File: config.mk
export PLATFORM = sky130hd
export DESIGN_NAME = display_tx
export DESIGN_NICKNAME = d
export VERILOG_FILES = /design/src/rtl/display_pkg.sv /design/src/rtl/chr_fifo.sv /design/src/rtl/display_tx.sv
export SDC_FILE = /design/constraint.sdc
export NUM_CORES = 1
export LEC_CHECK = 0
export BUFFER_PORTS_ARGS = -buffer_cell sky130_fd_sc_hd__buf_2
export CORE_ASPECT_RATIO = 0.7
export CORE_MARGIN = 4
export CORE_UTILIZATION = 35
export DETAILED_ROUTE_END_ITERATION = 6
export PLACE_DENSITY = 0.58
export SETUP_SLACK_MARGIN = 0.15
export SLEW_MARGIN = 20
export SYNTH_ARGS = -nofsm -noshare
export SYNTH_HDL_FRONTEND = slang
export SYNTH_SLANG_ARGS = --single-unit
File: constraint.sdc
create_clock -name clk -period 9.04 [get_ports clk]
set_clock_uncertainty 0.15 [all_clocks]
set_input_delay 1.808 -clock clk [delete_from_list [all_inputs] [get_ports clk]]
set_output_delay 1.808 -clock clk [all_outputs]
set_load 0.05 [all_outputs]
File: src/rtl/display_pkg.sv
// Shared definitions for the Apple-1 display output path: character codes,
// FSM state encodings and the CR-expansion decision.
package display_pkg;

  localparam logic [6:0] CHR_CR = 7'h0D;
  localparam logic [6:0] CHR_LF = 7'h0A;

  typedef enum logic [2:0] {
    C_IDLE,
    C_PUSH,
    C_PUSH_LF,
    C_ACK,
    C_WAIT
  } cap_state_t;

  typedef enum logic [1:0] {
    W_IDLE,
    W_SETUP,
    W_STROBE,
    W_HOLD
  } wr_state_t;

  // True when a captured character occupies two queue slots (CR followed by LF).
  function automatic logic expands(input logic [6:0] chr, input logic crlf_en);
    return crlf_en && (chr == CHR_CR);
  endfunction

endpackage

File: src/rtl/chr_fifo.sv
// DEPTH x W character queue, registered count/free; head visible combinationally.
// Push and pop may share a cycle when non-empty; pushes to a full queue are ignored.
module chr_fifo
  import display_pkg::*;
#(
  parameter int DEPTH = 4,
  parameter int W     = 7
) (
  input  logic                     clk_i,
  input  logic                     rst_i,
  input  logic                     push_i,
  input  logic [W-1:0]             push_dat_i,
  input  logic                     pop_i,
  output logic [W-1:0]             head_dat_o,
  output logic [$clog2(DEPTH):0]   count_o,
  output logic [$clog2(DEPTH):0]   free_o,
  output logic                     full_o,
  output logic                     empty_o
);

  localparam int AW = $clog2(DEPTH);
  localparam logic [AW:0]   DEPTH_C = (AW+1)'(DEPTH);
  localparam logic [AW:0]   CNT_ONE = (AW+1)'(1);
  localparam logic [AW-1:0] PTR_ONE = AW'(1);

  logic [W-1:0]  mem_q [DEPTH];
  logic [AW-1:0] wr_ptr_q, wr_ptr_d;
  logic [AW-1:0] rd_ptr_q, rd_ptr_d;
  logic [AW:0]   count_q, count_d;
  logic          do_push, do_pop;

  assign do_pop  = pop_i && (count_q != '0);
  assign do_push = push_i && ((count_q != DEPTH_C) || do_pop);

  always_comb begin
    wr_ptr_d = wr_ptr_q;
    rd_ptr_d = rd_ptr_q;
    count_d  = count_q;
    if (do_push) wr_ptr_d = wr_ptr_q + PTR_ONE;
    if (do_pop)  rd_ptr_d = rd_ptr_q + PTR_ONE;
    if (do_push && !do_pop)      count_d = count_q + CNT_ONE;
    else if (!do_push && do_pop) count_d = count_q - CNT_ONE;
  end

  always_ff @(posedge clk_i) begin
    if (rst_i) begin
      wr_ptr_q <= '0;
      rd_ptr_q <= '0;
      count_q  <= '0;
    end else begin
      wr_ptr_q <= wr_ptr_d;
      rd_ptr_q <= rd_ptr_d;
      count_q  <= count_d;
    end
  end

  // Storage carries no reset; validity is tracked by count_q alone.
  always_ff @(posedge clk_i) begin
    if (do_push) mem_q[wr_ptr_q] <= push_dat_i;
  end

  assign head_dat_o = mem_q[rd_ptr_q];
  assign count_o    = count_q;
  assign free_o     = DEPTH_C - count_q;
  assign full_o     = (count_q == DEPTH_C);
  assign empty_o    = (count_q == '0);

endmodule

File: src/rtl/display_tx.sv
// PIA port-B characters -> FT245 writes; ack ~4 clk after push, write every 1+WR+HOLD+1 clk.
// Ack to the CPU is withheld until the queue has room, so characters are never dropped.
module display_tx
  import display_pkg::*;
#(
  parameter int DEPTH       = 4,
  parameter int CRLF        = 1,
  parameter int WR_CYCLES   = 3,
  parameter int HOLD_CYCLES = 2,
  parameter int ACK_CYCLES  = 4
) (
  input  logic       clk,
  input  logic       reset,
  input  logic       pia_cb2,
  input  logic [6:0] pia_pb,
  output logic       pia_cb1,
  input  logic       fifo_txe,
  output logic       fifo_wr,
  output logic [6:0] fifo_wd,
  output logic       fifo_oe,
  output logic       busy
);

  localparam int AW = $clog2(DEPTH);
  localparam int CW = 8;
  localparam logic [AW:0]   TWO_SLOTS = (AW+1)'(2);
  localparam logic [CW-1:0] CNT_ONE   = CW'(1);
  localparam logic [CW-1:0] ACK_LAST  = CW'(ACK_CYCLES - 1);
  localparam logic [CW-1:0] WR_LAST   = CW'(WR_CYCLES - 1);
  localparam logic [CW-1:0] HOLD_LAST = CW'(HOLD_CYCLES - 1);

  logic cb2_s1_q, cb2_s2_q, cb2_s3_q;
  logic txe_s1_q, txe_s2_q;
  logic cb2_rise;

  cap_state_t    cap_q, cap_d;
  logic [6:0]    chr_q, chr_d;
  logic [CW-1:0] ack_cnt_q, ack_cnt_d;
  logic          cb1_q;

  wr_state_t     wst_q, wst_d;
  logic [CW-1:0] wr_cnt_q, wr_cnt_d;
  logic [6:0]    wd_q, wd_d;
  logic          wr_q, oe_q;

  logic          push, pop;
  logic [6:0]    push_dat, head_dat;
  logic [AW:0]   count, free;
  logic          full, empty;
  logic          needs_two, room;

  chr_fifo #(
    .DEPTH (DEPTH),
    .W     (7)
  ) u_fifo (
    .clk_i      (clk),
    .rst_i      (reset),
    .push_i     (push),
    .push_dat_i (push_dat),
    .pop_i      (pop),
    .head_dat_o (head_dat),
    .count_o    (count),
    .free_o     (free),
    .full_o     (full),
    .empty_o    (empty)
  );

  // Request edge is taken after the second synchroniser flop.
  assign cb2_rise  = cb2_s2_q && !cb2_s3_q;
  assign needs_two = expands(chr_q, CRLF != 0);
  assign room      = needs_two ? (free >= TWO_SLOTS) : !full;

  always_comb begin
    cap_d     = cap_q;
    chr_d     = chr_q;
    ack_cnt_d = ack_cnt_q;
    push      = 1'b0;
    push_dat  = chr_q;
    case (cap_q)
      C_IDLE: begin
        if (cb2_rise) begin
          chr_d = pia_pb;
          cap_d = C_PUSH;
        end
      end
      C_PUSH: begin
        if (room) begin
          push      = 1'b1;
          ack_cnt_d = '0;
          cap_d     = needs_two ? C_PUSH_LF : C_ACK;
        end
      end
      C_PUSH_LF: begin
        push      = 1'b1;
        push_dat  = CHR_LF;
        ack_cnt_d = '0;
        cap_d     = C_ACK;
      end
      C_ACK: begin
        if (ack_cnt_q == ACK_LAST) cap_d = C_WAIT;
        else                       ack_cnt_d = ack_cnt_q + CNT_ONE;
      end
      C_WAIT: begin
        if (!cb2_s2_q) cap_d = C_IDLE;
      end
      default: cap_d = C_IDLE;
    endcase
  end

  // txe is sampled only here; once a write starts it runs to completion.
  always_comb begin
    wst_d    = wst_q;
    wr_cnt_d = wr_cnt_q;
    wd_d     = wd_q;
    pop      = 1'b0;
    case (wst_q)
      W_IDLE: begin
        if (!empty && !txe_s2_q) begin
          pop   = 1'b1;
          wd_d  = head_dat;
          wst_d = W_SETUP;
        end
      end
      W_SETUP: begin
        wr_cnt_d = '0;
        wst_d    = W_STROBE;
      end
      W_STROBE: begin
        if (wr_cnt_q == WR_LAST) begin
          wr_cnt_d = '0;
          wst_d    = W_HOLD;
        end else begin
          wr_cnt_d = wr_cnt_q + CNT_ONE;
        end
      end
      W_HOLD: begin
        if (wr_cnt_q == HOLD_LAST) wst_d = W_IDLE;
        else                       wr_cnt_d = wr_cnt_q + CNT_ONE;
      end
      default: wst_d = W_IDLE;
    endcase
  end

  always_ff @(posedge clk) begin
    if (reset) begin
      cb2_s1_q  <= 1'b0;
      cb2_s2_q  <= 1'b0;
      cb2_s3_q  <= 1'b0;
      txe_s1_q  <= 1'b0;
      txe_s2_q  <= 1'b0;
      cap_q     <= C_IDLE;
      chr_q     <= '0;
      ack_cnt_q <= '0;
      cb1_q     <= 1'b0;
      wst_q     <= W_IDLE;
      wr_cnt_q  <= '0;
      wd_q      <= '0;
      wr_q      <= 1'b0;
      oe_q      <= 1'b0;
    end else begin
      cb2_s1_q  <= pia_cb2;
      cb2_s2_q  <= cb2_s1_q;
      cb2_s3_q  <= cb2_s2_q;
      txe_s1_q  <= fifo_txe;
      txe_s2_q  <= txe_s1_q;
      cap_q     <= cap_d;
      chr_q     <= chr_d;
      ack_cnt_q <= ack_cnt_d;
      // Strobes are registered from next state so the async pins never glitch.
      cb1_q     <= (cap_d == C_ACK);
      wst_q     <= wst_d;
      wr_cnt_q  <= wr_cnt_d;
      wd_q      <= wd_d;
      wr_q      <= (wst_d == W_STROBE);
      oe_q      <= (wst_d != W_IDLE);
    end
  end

  assign pia_cb1 = cb1_q;
  assign fifo_wr = wr_q;
  assign fifo_oe = oe_q;
  assign fifo_wd = wd_q;
  assign busy    = (count != '0) || (wst_q != W_IDLE);

endmodule
After elaboration in Yosys (flattened, before gate mapping)
Memory sizes are Yosys's and may differ from the RTL's. A register that Yosys moved wholly into a read port is not among the register bits.
Index checks and enable logic that the tools add are counted.
- mux-type cells: 26
- reduce and logical (&&, ||, !) cells: 27
- $mul: 0
- add/sub/neg operators: 7
- $lt $le $gt $ge: 1
- div/mod/pow operators: 0
- bitwise logic cells: 0
- shift-type cells: 0
- equal/unequal tests: 18
- operators by type and width (kind ; count):
    8-bit case mux with 3 select lines ; 2
    8-bit 2-to-1 mux ; 4
    3-bit 2-to-1 mux ; 6
    8-bit by 1-bit adder with 8-bit output, second input constant ; 2
    8-bit by 2-bit == test with 1-bit output, second input constant ; 2
    3-bit case mux with 5 select lines ; 1
    3-bit by 2-bit == test with 1-bit output, second input constant ; 3
    3-bit nonzero test ; 3
    8-bit by 1-bit == test with 1-bit output, second input constant ; 1
    2-bit case mux with 4 select lines ; 1
    7-bit by 4-bit == test with 1-bit output, second input constant ; 1
    1-bit 2-to-1 mux ; 7
    7-bit 2-to-1 mux ; 1
    2-bit == test, second input constant ; 3
    3-bit == test, second input constant ; 2
    1-bit logical AND ; 6
    1-bit logical NOT ; 6
    3-bit logical NOT ; 2
    2-bit 2-to-1 mux ; 3
    2-bit != test, second input constant ; 3
    2-bit AND reduction ; 3
    2-bit nonzero test ; 3
    2-bit by 1-bit adder with 2-bit output, second input constant ; 2
    3-bit by 1-bit adder with 3-bit output, second input constant ; 1
    10 further kinds ; 11
- input bits: 11
- register bits: 43
- memory bits (read-only): 0
- RAM bits: 28
- bits in latches: 0
- output and inout port bits: 11
- memories: 1
- word-level logic and storage cells: 96
- memories (name ; depth ; bits a word ; rd ports ; clocked after Yosys merged registers in ; write ports ; RTL line ; text):
    u_fifo.mem_q ; 4 ; 7 ; 1 ; 1 ; 1 ; chr_fifo.sv:26 ; logic [W-1:0] mem_q [DEPTH];

Depth between registers and ports, before layout
- depth after elaboration: 12
- gate-level depth with buffers: 14
- depth with buffers taken out: 13

Cells and area by module
Synthesis repeated with hierarchy kept, for this count alone.
- cells, all modules: 303
- area, all modules: 3439.5 sq um
- by module, submodules not included (module ; sequential area each (sq um) ; area an instance (sq um) ; cells an instance ; times used):
    display_tx ; 860.8 ; 1893.1 ; 213 ; 1
    chr_fifo ; 1021.0 ; 1546.5 ; 90 ; 1

Least setup slack after synthesis
No wires, ideal clock.
- kind: reg-to-reg
- start point: register u_fifo.count_q[0] (netlist: u_fifo.count_o[0])
- end point: register u_fifo.count_q[2] (netlist: u_fifo.count_o[2])
- data arrival time: 3.094 ns
- setup slack: 5.725 ns
- path buffers: 1
- library setup time: 0.071 ns
- data required time: 8.819 ns
- stages on the path, launching flop included: 15
- clock period less this slack: 3.315 ns
- path through: dfxtp_1 inv_1 ha_1 ha_1 nor3_4 inv_2 a2111oi_4 o311a_1 buf_6 ha_1 inv_1 fa_1 xor2_1 or3_1 a21oi_1
- cells in the longest elaborated chain, start to end: 11
- elaborated cells on any way between the ends: 26
- those cells by class: 3 x add/sub; 1 x order compare; 2 x eq/ne; 7 x mux; 13 x reduce/logical
- ends and longest elaborated chain (what ; RTL line ; text):
    start: declaration ; chr_fifo.sv:29 ; logic [AW:0] count_q, count_d;
    start signal: assignment ; chr_fifo.sv:53 ; count_q <= count_d;
    branches (longest 7 deep; another with 3-bit subtractor) ; n/a ;
    1-bit logical AND * ; chr_fifo.sv:33 ; assign do_push = push_i && ((count_q != DEPTH_C) || do_pop);
    named net u_fifo.do_push ; chr_fifo.sv:30 ; logic do_push, do_pop;
    1-bit logical NOT ; chr_fifo.sv:42 ; else if (!do_push && do_pop) count_d = count_q - CNT_ONE;
    1-bit logical AND ; chr_fifo.sv:42 ;
    2-bit nonzero test (no line) ; n/a ;
Mark *: on every way through the listed nets, which the timed path passes. The select of a mux whose other input is x is not followed.
A chain may end at the register's enable or synchronous reset.

Worst setup path in the final report
- start point: register u_fifo.count_q[0] (netlist: u_fifo.count_o[0])
- end point: register u_fifo.count_q[2] (netlist: u_fifo.count_o[2])
- cells in the longest elaborated chain, start to end: 11
- elaborated cells on any way between the ends: 26
- those cells by class: 3 x add/sub; 1 x order compare; 2 x eq/ne; 7 x mux; 13 x reduce/logical
- ends and longest elaborated chain (what):
    branches (longest 11 deep; another with 3-bit subtractor)
Several ways; the timed one is not identified. The select of a mux whose other input is x is not followed.

==> results.json <==
{
  "vdd_drop_max_uv": 116.0,
  "async_flop_share_pct": 0,
  "grt_usage_pct": 12.25,
  "ios": 22,
  "synth_cell_types": 49,
  "cts_hold_buffers": 0,
  "synth_area_leader_cell": "dfxtp_1",
  "avgRoutedWirePerCell_um": 13.80,
  "routabilityCongestion": 0.7614,
  "p_sw_uw": 393.3,
  "crit_type": "register to register",
  "p_seq_share_pct": 38.4,
  "cts_tree": "built",
  "nets": 362,
  "yosysSeqAreaShare_pct": 53.39,
  "cts_setup_buffers": 0,
  "drc_errors": 0,
  "vias_per_cell": 4.851,
  "fin_crit_sh_pct": 41.25,
  "h-tree-depth": 3,
  "drive_gt1_share_pct": 16.08,
  "grt_pass1_vias": 2104,
  "clk_latency_ns": 0.34,
  "grt_pass1_wl_mm": 10.96,
  "antenna_found_initial": 0,
  "synth-edff-count": 28,
  "setup_viol": 0,
  "synth_area_leaders": "dfxtp_1, edfxtp_1, ha_1",
  "grt_max_degree": 35,
  "area_growth_pct": 16.03,
  "clockBufferDepth": 2,
  "syn-num-nets": 342,
  "synth_warnings": 0,
  "slew_violations": 0,
  "totalWireLength_mm": 6.484,
  "hold_path_class": "register to register",
  "rsz0062_at_grt": "no",
  "die_y_um": 91.06,
  "swShare_pct": 32.80,
  "ctsResizeCount": 0,
  "endpoint_kind": "register",
  "r2r-end": "u_fifo.count_o[2]",
  "port_buffers": 21,
  "first_iter_violations": 195,
  "critPathRequiredTime_ns": 9.15,
  "die-area_um2": 11530,
  "ys.flop_type": "dfxtp_1",
  "leakagePower_nw": 1.472,
  "power.internal_uw": 805.8,
  "relSlewSlack_pct": 56.10,
  "power_density_nw_per_um2": 299.6,
  "tns_ns": 0,
  "dr_total_vias": 2280,
  "status": "finished, final reports clean",
  "clock-sinks": 78,
  "dpl.hpwl_mm": 4.588,
  "fmax_ghz": 0.2682,
  "multiInputGateArea_um2": 1498,
  "min_period_ns": 3.729,
  "clockPowerShare_pct": 33.9,
  "num_rows": 30,
  "synth.cell_area_um2": 3450,
  "cts_buffers": 9,
  "design_area_um2": 4003,
  "antenna_left": 0,
  "hold_depth": 1,
  "hold_violations": 0,
  "worstMarginPinSlew_ns": 0.6585,
  "overflow": 0,
  "dieWidth_um": 126.7,
  "initial_core_util_pct": 35.76,
  "rrSetupSlack_ns": 5.31,
  "critical_path.max_fanout": 12,
  "arrival_ns": 3.84,
  "post_dp_cell_area_um2": 3665,
  "clk_pin_slew_ns": 0.06,
  "avgSynthCellArea_um2": 10.88,
  "min-delay-start": "txe_s1_q",
  "n_fill_cell": 911,
  "crit_path_start_kind": "register",
  "yosys.area.top_type_share_pct": 29.02,
  "drv_cap": 0,
  "min_to": "txe_s2_q",
  "power_frac_comb_pct": 27.7,
  "reg2regPathDepth": 13,
  "cts_root_buf": "clkbuf_16",
  "netlist_instances": 317,
  "timing.rr.start": "u_fifo.count_o[0]",
  "firstDrtPassIters": 4,
  "core_area_um2": 9647,
  "antenna-diode-count": 0,
  "seq_area_um2": 1842,
  "synth_seq_cells": 78
}
[Yosys cell counts, types with 4 or more instances]
library cell	number
nor2_1	35
nor2b_1	11
mux4_2	7
or3_1	8
clkbuf_1	11
ha_1	13
nand2_1	29
edfxtp_1	28
xor2_1	9
nand4_1	5
dfxtp_1	50
inv_1	13
mux2i_1	9
nand3_1	4
and2_1	6
nor3_1	4
o21ai_0	9
a21oi_1	22
[registers in the layout, indices dropped and copies added (netlist names), 2 cells and up]
| name | cells |
|---|---|
| u_fifo.rd_ptr_q | 2 |
| u_fifo.wr_ptr_q | 2 |
| wr_cnt_q | 8 |
| chr_q | 7 |
| u_fifo.mem_q | 28 |
| u_fifo.count_o | 3 |
| fifo_wd | 7 |
| wst_q | 2 |
| cap_q | 3 |
| ack_cnt_q | 8 |
[placed cells by master (no fill, tap or decap), drive strengths merged, types with 11 or more instances in the layout]
| master | count |
|---|---|
| nand2 | 29 |
| edfxtp | 28 |
| nor2 | 35 |
| a21oi | 22 |
| ha | 13 |
| inv | 14 |
| buf | 22 |
| nor2b | 11 |
| o21ai | 11 |
| dfxtp | 50 |
[area by class of cell]
class	instances	area share, %
sequential	78	46.01
clock inverter	7	2.813
clock buffer	9	5.627
tap	128	4.001
inverter	14	1.313
timing repair buffer	22	2.813
multi-input combinational	212	37.42
[per-layer routing]
metal	vias to the layer above	routed length, um	GRT usage (%)
met2	53	2506	14.74
met5	-	0	0
met4	0	68	4.911
met1	1064	3527	18.84
met3	6	382	4.879
li1	1157	-	-
[how the worst max path moves through the flow]
stage	start	end	cells past startpoint
after floorplan	u_fifo.count_o[0]	u_fifo.count_o[2]	14
after global placement	u_fifo.count_o[0]	u_fifo.count_o[2]	13
after detailed placement	u_fifo.count_o[0]	u_fifo.count_o[2]	13
after CTS	u_fifo.count_o[0]	u_fifo.count_o[2]	13
after global routing	u_fifo.count_o[0]	u_fifo.count_o[2]	13
final	u_fifo.count_o[0]	u_fifo.count_o[2]	13
[stage by stage]
step / setup WS, ns / utilization (%) / instances / power [mW] / hold slack [ns]
2_1_floorplan: 5.725 / - / 317 / 0.7271 / 0.2638
3_3_place_gp: 5.421 / 37.99 / 454 / 0.7998 / 0.2721
3_5_place_dp: 5.266 / 37.99 / 454 / 0.8031 / 0.2704
4_1_cts: 5.249 / 41.49 / 470 / 1.213 / 0.2830
5_1_grt: 4.967 / 41.49 / 470 / 1.267 / 0.3106
6_report: 5.311 / 41.49 / 470 / 1.199 / 0.2800
[critical path, cell delays in order (launching register included)]
cell       delay, ns
dfxtp_1         0.39
inv_1           0.08
ha_1            0.22
ha_1            0.23
nor3_4          0.38
inv_2           0.21
a2111oi_4       0.37
o311a_1         0.35
ha_1            0.22
inv_1           0.06
fa_1            0.38
xor2_1          0.18
or3_1           0.30
a21oi_1         0.13
[kinds of logic (layout without fill, tap and decap cells)]
kind of cell | after synthesis | after routing | synth area share (%)
buf+inv | 27 | 52 | 3.192
compound gates | 43 | 43 | 8.234
fa+ha+maj | 14 | 14 | 5.296
xor+xnor | 12 | 12 | 3.047
simple gates | 127 | 127 | 19.66
mux | 16 | 16 | 7.182
flops | 78 | 78 | 53.39
[power groups by stage]
| stage | clock (mW) | combinational, mW | sequential, mW |
|---|---|---|---|
| 6_report | 0.407 | 0.332 | 0.461 |
| 2_1_floorplan | 0 | 0.231 | 0.496 |
| 4_1_cts | 0.416 | 0.336 | 0.462 |
| 3_5_place_dp | 0 | 0.334 | 0.469 |
| 5_1_grt | 0.432 | 0.365 | 0.470 |
| 3_3_place_gp | 0 | 0.333 | 0.467 |
Note: power is estimated with default switching activity, not from simulation.
